$ cat src/rtl/loop_over_all_nibbles.sv
// Nibble-serial 32-bit adder/subtractor: one 4-bit nibble per clock, low nibble first.
// Optional early termination when upper nibbles match the seed: define LOOP_EARLY_EXIT_EN.
module loop_over_all_nibbles #(
  parameter int NIBBLES = 8
) (
  input  logic        clk,
  input  logic        rst,
  input  logic        loop_perm_to_count,
  input  logic [1:0]  ctrl,
  input  logic [2:0]  loop_nibbles_number,
  input  logic        word2_is_negative,
  input  logic [31:0] word1,
  input  logic [31:0] word2,
  input  logic [31:0] preinit_result,
  output logic [31:0] result,
  output logic        busy
);

  logic [2:0]  idx;
  logic        carry;
  logic [31:0] partial;
  logic        active;

  logic        first;
  logic [2:0]  cur_idx;
  logic [4:0]  lsb;
  logic        cin;
  logic [3:0]  a_nib;
  logic [3:0]  b_raw;
  logic [3:0]  b_nib;
  logic [3:0]  s;
  logic        cout;
  logic [31:0] base;
  logic [31:0] merged;
  logic        early;
  logic        done;
`ifdef LOOP_EARLY_EXIT_EN
  logic [5:0]  shamt;
  logic [31:0] upper_mask;
`endif

  always_comb begin
    first   = loop_perm_to_count && !active;
    cur_idx = first ? 3'd0 : idx;
    lsb     = {cur_idx, 2'b00};
    cin     = first ? ctrl[0] : carry;
    a_nib   = word1[lsb +: 4];
    // Nibbles above the significant range come from the sign/zero extension.
    if (cur_idx <= loop_nibbles_number) begin
      b_raw = word2[lsb +: 4];
    end else begin
      b_raw = word2_is_negative ? 4'hF : 4'h0;
    end
    b_nib       = ctrl[1] ? ~b_raw : b_raw;
    {cout, s}   = {1'b0, a_nib} + {1'b0, b_nib} + {4'd0, cin};
    base        = first ? preinit_result : partial;
    merged      = base;
    merged[lsb +: 4] = s;
  end

`ifdef LOOP_EARLY_EXIT_EN
  // Finished once nothing more can change: no carry, no extension, seed already equals word1 above.
  always_comb begin
    shamt      = {1'b0, cur_idx, 2'b00} + 6'd4;
    upper_mask = 32'hFFFF_FFFF << shamt;
    early      = (cur_idx >= loop_nibbles_number) && !cout &&
                 !word2_is_negative && !ctrl[1] &&
                 ((preinit_result & upper_mask) == (word1 & upper_mask));
  end
`else
  assign early = 1'b0;
`endif

  assign done = (cur_idx == 3'(NIBBLES - 1)) || early;
  assign busy = loop_perm_to_count && !done;
  // With no request pending, expose the stored partial so an idle unit reads as zero after reset.
  assign result = loop_perm_to_count ? merged : partial;

  always_ff @(posedge clk) begin
    if (rst) begin
      idx     <= 3'd0;
      carry   <= 1'b0;
      partial <= 32'd0;
      active  <= 1'b0;
    end else if (busy) begin
      partial <= merged;
      carry   <= cout;
      idx     <= cur_idx + 3'd1;
      active  <= 1'b1;
    end else begin
      idx    <= 3'd0;
      carry  <= 1'b0;
      active <= 1'b0;
    end
  end

endmodule

$ cat config.mk
export PLATFORM = sky130hd
export DESIGN_NAME = loop_over_all_nibbles
export DESIGN_NICKNAME = d
export VERILOG_FILES = /design/src/rtl/loop_over_all_nibbles.sv
export SDC_FILE = /design/constraint.sdc
export NUM_CORES = 1
export LEC_CHECK = 0
export BUFFER_PORTS_ARGS = -buffer_cell sky130_fd_sc_hd__buf_2
export CELL_PAD_IN_SITES_DETAIL_PLACEMENT = 0
export CELL_PAD_IN_SITES_GLOBAL_PLACEMENT = 2
export CORE_ASPECT_RATIO = 1.25
export CORE_MARGIN = 2
export CORE_UTILIZATION = 27
export CTS_CLUSTER_DIAMETER = 100
export CTS_CLUSTER_SIZE = 10
export DETAILED_ROUTE_END_ITERATION = 7
export PLACE_DENSITY = 0.86
export RECOVER_POWER = 25
export SLEW_MARGIN = 10
export SYNTH_ARGS = -nofsm -noshare
export SYNTH_HDL_FRONTEND = slang
export SYNTH_SLANG_ARGS = --single-unit
$ cat constraint.sdc
create_clock -name clk -period 6.42 [get_ports clk]
set_input_delay 1.284 -clock clk [delete_from_list [all_inputs] [get_ports clk]]
set_output_delay 1.284 -clock clk [all_outputs]
set_load 0.02 [all_outputs]
==> results of run 1 <==
[cell families after synthesis]
family          synth area share (%)
xor+xnor                        1.52
compound gates                  26.5
flops                           21.4
fa+ha+maj                       3.32
simple gates                    19.7
buf+inv                         8.30
mux                             19.3
[cells in the mapped netlist, types with 5 or more instances]
cell       n  share of area [%]
mux2i_1   40                 12
dfxtp_1   37                 21
nand2_1   36                3.9
a21oi_1   29                4.2
nor2_1    25                2.7
clkbuf_1  19                2.1
o21ai_0   19                2.7
inv_1     18                1.9
mux2_2    18                5.8
and2_1    13                2.3
buf_2     12                1.7
a31oi_1   11                2.0
o22ai_1   11                2.0
a22oi_1    9                1.9
nand3_1    9                1.3
nor3_1     9                1.3
o211ai_1   9                1.9
nand2b_1   8                1.4
nand4_1    8                1.4
a211oi_1   7                1.5
or3_1      7                1.3
ha_1       6                2.2
o31ai_1    5                1.1
[worst max-delay path by stage]
stage	to	depth (start not counted)
global placement	result[22]	16
floorplan	result[15]	14
CTS	result[22]	16
detailed placement	result[22]	16
finish	result[7]	13
global route	result[22]	15
[state kept, by name (all words and copies together), names as in the netlist]
signal / cells
partial: 32
idx: 3
active: 1
carry: 1
[metrics by stage]
step	worst slack, ns	util, %	instances
floorplan	0.585	-	437
global placement	0.478	33.4	712
detailed placement	0.440	33.4	712
CTS	0.426	34.8	720
global route	0.0569	34.8	720
finish	0.382	34.8	720
[routing by layer]
metal / wire length [microns] / vias to the layer above
li1: - / 1858
met1: 5110 / 1763
met2: 6000 / 123
met3: 775 / 10
met4: 169 / 0
met5: 0 / -
[final cells by class]
cell class	instances	share of cell area [%]
clock buffer	6	3.17
clock inverter	2	0.856
inverter	19	1.63
multi-input combinational	342	55.5
sequential	37	16.9
tap	168	4.79
timing repair buffer	146	17.1
[where the power goes]
group | switching, mW | internal, mW
Sequential | 0.0142 | 0.245
Clock | 0.105 | 0.194
Combinational | 0.176 | 0.127
[critical path: stages]
cell	delay, ns
buf_2	0.12
nand2b_1	0.54
buf_4	0.36
and2_0	0.29
inv_1	0.08
ha_1	0.18
ha_1	0.23
nor2_1	0.21
nand3_1	0.20
nor4b_1	0.67
o311ai_0	0.21
o21ai_0	0.16
buf_2	0.22
==> reports/qor.txt, run 1 <==
status: complete, no violations
most common flop cell mapped by yosys: dfxtp_1
Power, Total: 862 uW
reg-to-reg slack, setup: 2.36 ns
Post-synth EDFFs: 0
total CTS buffers: 5
core area: 12600 sq um
initial antenna violation count: 0
die width: 105 microns
most frequent cells in the layout: buf_2, mux2i_1, nand2_1, dfxtp_1, a21oi_1
Tot GR Track Use: 17.3%
Worst slew margin: 23.2%
count of warnings emitted by yosys: 0
Worst Setup SP: loop_perm_to_count
placed instance area: 4210 sq um
fin crit period: 6.04 ns
share of cells above drive strength 1: 32.8%
row count: 46
Die Y: 131 microns
sequential area share after synthesis: 21.4%
fmax: 166 MHz
Clock Skews: 0.00501 ns
Syn Inst Count: 437
Final Routed Wirelength: 12100 microns
Design Area, Final: 4380 sq um
most common cell after layout, fill and taps aside: buf_2
gr ovfl total: 0
post-CTS sizing: 0
wire length per cell: 16.7 microns
Initial Util: 27.5%
R2R Path Start: active
Ports: 138
H-tree levels: 2
Hold Fails Final Rpt: 0
Tcrit/Tclk final: 94.0%
TritonCTS clock tree: yes
Setup TNS: 0 ns
Hold WC Path Type: reg -> reg
Synth async-reset ratio: 0%
routability congestion estimate: 0.844
DPL Wire Length: 8910 microns
r2r endpoint: partial[15]
IO Port Bufs: 137
DR iter-0 viols: 245
GRT busiest layer: met2
drt pass-1 iters: 4
register area: 742 sq um
Mapped Nets: 550
Vias/cell: 5.21
nets: 664
met3 GRT Util: 2.43%
CP Launch Type: input pin
max cap viols: 0
Clock Sinks: 37
largest net degree at the start of global routing: 53
minimum hold slack: 0.467 ns
Seq cells post-synth: 37
fill count: 1360
Layout Area Growth over Synthesis: 26.5%
Hold EP: partial[28]
hold path startpoint: partial[28]
antenna-violating nets left: 0
n_diodes: 0
met1 Usage GRT: 20.8%
vias in the first global route: 3797
Worst EP required: 5.14 ns
Final Max Tran Viols: 0
Hold Buf Count CTS: 0
first-pass GRT wire length: 19000 microns
die area: 13800 sq um
peak supply drop: 139 uV
CP arrival: 4.75 ns
critical path class: in -> out
Mapped Area: 3470 sq um
Clk Tree Root Cell: clkbuf_16
pwr/cell area: 197 nW/um^2
crit-path max FO: 17
Least-Margin Pin Slew: 1.15 ns
GRT met2 Usage: 31.6%
worst hold path depth: 2
Synth cell types: 63
Remaining DRCs: 0
Worst-Skew Late Latency: 0.29 ns
setup repair after global routing missed its margin: no
Clock Path Buffers: 2
nature of the critical path endpoint: output port
vias: 3754
area taken by multi-input logic gates: 2430 sq um
Reg clk slew, reported paths: 0.06 ns
Syn Area/Cell: 7.93 sq um
R2R depth: 12
post-CTS setup buffer count: 0
LEAKAGE: 1.92 nW
Finish-stage setup viols: 0
Power figures use the tool's default switching activity.
==> run 2, diff against run 1 <==
ABC_AREA = 1   (was default)
CORE_UTILIZATION = 25   (was 27)
PLACE_DENSITY = 0.87   (was 0.86)
==> run 2 against run 1 <==
  * Flip-flop and latch count unchanged
  * Power shrank 6.8%
  * Setup slack gained 0.13 ns
  * Wire length up 8.5%
  * Critical endpoint is now busy
  * Largest cell class unchanged
==> reports/qor.txt, run 2 <==
status: complete, no violations
Hold Buf Count CTS: 0
drt pass-1 iters: 5
R2R Path Start: active
most frequent cell after synthesis: nand2_1
CP arrival: 4.62 ns
Worst slew margin: 10.7%
DR iter-0 viols: 186
dominant cell type by area after synthesis: dfxtp_1
antenna-violating nets left: 0
Seq cells post-synth: 37
count of warnings emitted by yosys: 0
wire length per cell: 14.6 microns
Design Area, Final: 4500 sq um
DPL Wire Length: 10200 microns
critical path class: in -> out
pre-CTS setup slack: 0.472 ns
fin crit period: 5.91 ns
worst hold path depth: 2
initial antenna violation count: 0
total CTS buffers: 5
H-tree levels: 2
r2r endpoint: partial[20]
Mapped Area: 3620 sq um
Worst-Skew Late Latency: 0.28 ns
Sw Pwr: 306 uW
Remaining DRCs: 0
Final Routed Wirelength: 13100 microns
Worst EP required: 5.14 ns
Vias/cell: 4.82
Synth top cells by count: nand2_1, inv_1, o21ai_0, o21ai_1, nand3_1
nature of the critical path endpoint: output port
first-pass GRT wire length: 20800 microns
hold path startpoint: partial[24]
n_diodes: 0
Hold EP: partial[24]
most common cell after layout, fill and taps aside: nand2_1
placed instance area: 4390 sq um
R2R depth: 8
crit-path max FO: 29
routability congestion estimate: 0.871
Reg clk slew, reported paths: 0.06 ns
clock power share: 28.9%
Least-Margin Pin Slew: 1.34 ns
reg-to-reg slack, setup: 2.46 ns
core area: 14300 sq um
most flop-heavy register: partial
gr ovfl total: 0
Cell Int Power: 498 uW
post-CTS setup buffer count: 0
Syn Area/Cell: 6.05 sq um
peak supply drop: 100 uV
Final WS setup: 0.515 ns
sequential area share after synthesis: 20.4%
Finish-stage setup viols: 0
Clock Skews: 0.00514 ns
sw frac: 38.1%
Layout Area Growth over Synthesis: 24.1%
die width: 112 microns
most frequent cells in the layout: nand2_1, buf_2, inv_1, o21ai_0, nand3_1
power share of the combinational group: 39.0%
vias: 4306
Synth async-reset ratio: 0%
Ports: 138
pwr/cell area: 179 nW/um^2
max cap viols: 0
sequential fraction of design power: 32.0%
Hold Fails Final Rpt: 0
most common flop cell mapped by yosys: dfxtp_1
Hold WC Path Type: reg -> reg
vias in the first global route: 4224
main area contributors after synthesis: dfxtp_1, nand2_1, o21ai_0
row count: 49
Die Y: 139 microns
Setup TNS: 0 ns
Tot GR Track Use: 16.4%
nets: 830
Mapped Nets: 712
LEAKAGE: 2.30 nW
biggest regs: partial (32), idx (3)
Synth cell types: 40
Post-synth EDFFs: 0
total placed cells including tap cells: 888
share of the synthesized area in the top cell type: 20.4%
share of cells above drive strength 1: 25.1%
Clock Path Buffers: 2
die area: 15500 sq um
post-CTS sizing: 0
TritonCTS clock tree: yes
Syn Inst Count: 599
Final Max Tran Viols: 0
IO Port Bufs: 137
Clock Sinks: 37
Clk Tree Root Cell: clkbuf_16
fmax: 169 MHz
largest net degree at the start of global routing: 34
max reg flops: 32
non-filler instance count after layout: 894
setup repair after global routing missed its margin: no
Tcrit/Tclk final: 92.0%
minimum hold slack: 0.504 ns
CP Launch Type: input pin
Initial Util: 25.4%
## run 2: changes by cell type after synthesis, moves of 9 or more
cell / before / now
mux2_2: 18 / 0
nand2_1: 36 / 159
and2_1: 13 / 1
o21ai_0: 19 / 56
o21ai_1: 1 / 55
nand3_1: 9 / 54
inv_2: 1 / 10
mux2i_1: 40 / 3
nor2_1: 25 / 35
a31oi_1: 11 / 0
inv_1: 18 / 61
clkbuf_1: 19 / 7
o22ai_1: 11 / 0
## run 2: worst max path at each step
stage                       start    endpoint  cells after the start
2_1_floorplan  loop_perm_to_count  result[25]                     19
3_3_place_gp   loop_perm_to_count  result[25]                     18
3_5_place_dp   loop_perm_to_count  result[25]                     18
4_1_cts        loop_perm_to_count  result[25]                     18
5_1_grt        loop_perm_to_count   result[9]                     18
6_report       loop_perm_to_count        busy                      7
## run 2: per-stage QoR
| step | utilization (%) | power [mW] |
|---|---|---|
| after floorplan | - | 0.476 |
| after global placement | 30.7 | 0.574 |
| after detailed placement | 30.7 | 0.579 |
| after CTS | 31.6 | 0.817 |
| after global routing | 31.5 | 0.862 |
| final | 31.5 | 0.803 |
## run 2: power groups by stage
stage / registers, mW / logic (mW) / clock network, mW
2_1_floorplan: 0.258 / 0.218 / 0
3_3_place_gp: 0.262 / 0.313 / 0
3_5_place_dp: 0.262 / 0.316 / 0
4_1_cts: 0.257 / 0.318 / 0.242
5_1_grt: 0.259 / 0.353 / 0.249
6_report: 0.257 / 0.314 / 0.233
## run 2: kinds of logic after synthesis
family                     share of synthesized area (%)
AOI/OAI and AO/OA                                   24.6
xor gates and xnor gates                           0.242
adders and majority gates                           3.18
buffers and inverters                               12.6
DFF                                                 20.4
muxes                                              0.829
and+or+nand+nor                                     38.1
## run 2: cell type report
class                   instances  area [sq um]
multi-input cells             458          2410
fillers                      1606          9790
clock inverters                 1          5.00
clock buffers                   5           125
flip-flops and latches         37           741
inverters                      73           277
repair buffers                142           719
well taps                     178           223
## run 2: critical path, cell delays in order
cell,delay [ns]
buf_2,0.15
nand2_4,0.32
nand3_1,0.36
o21ai_0,0.26
clkbuf_1,1.00
inv_1,0.83
buf_2,0.38
## run 2: metal layers
metal  routed length, microns  global-route usage, %
met5                        0                      0
met4                      270                   5.00
met3                      691                   2.93
met2                     6530                   29.8
met1                     5580                   19.7
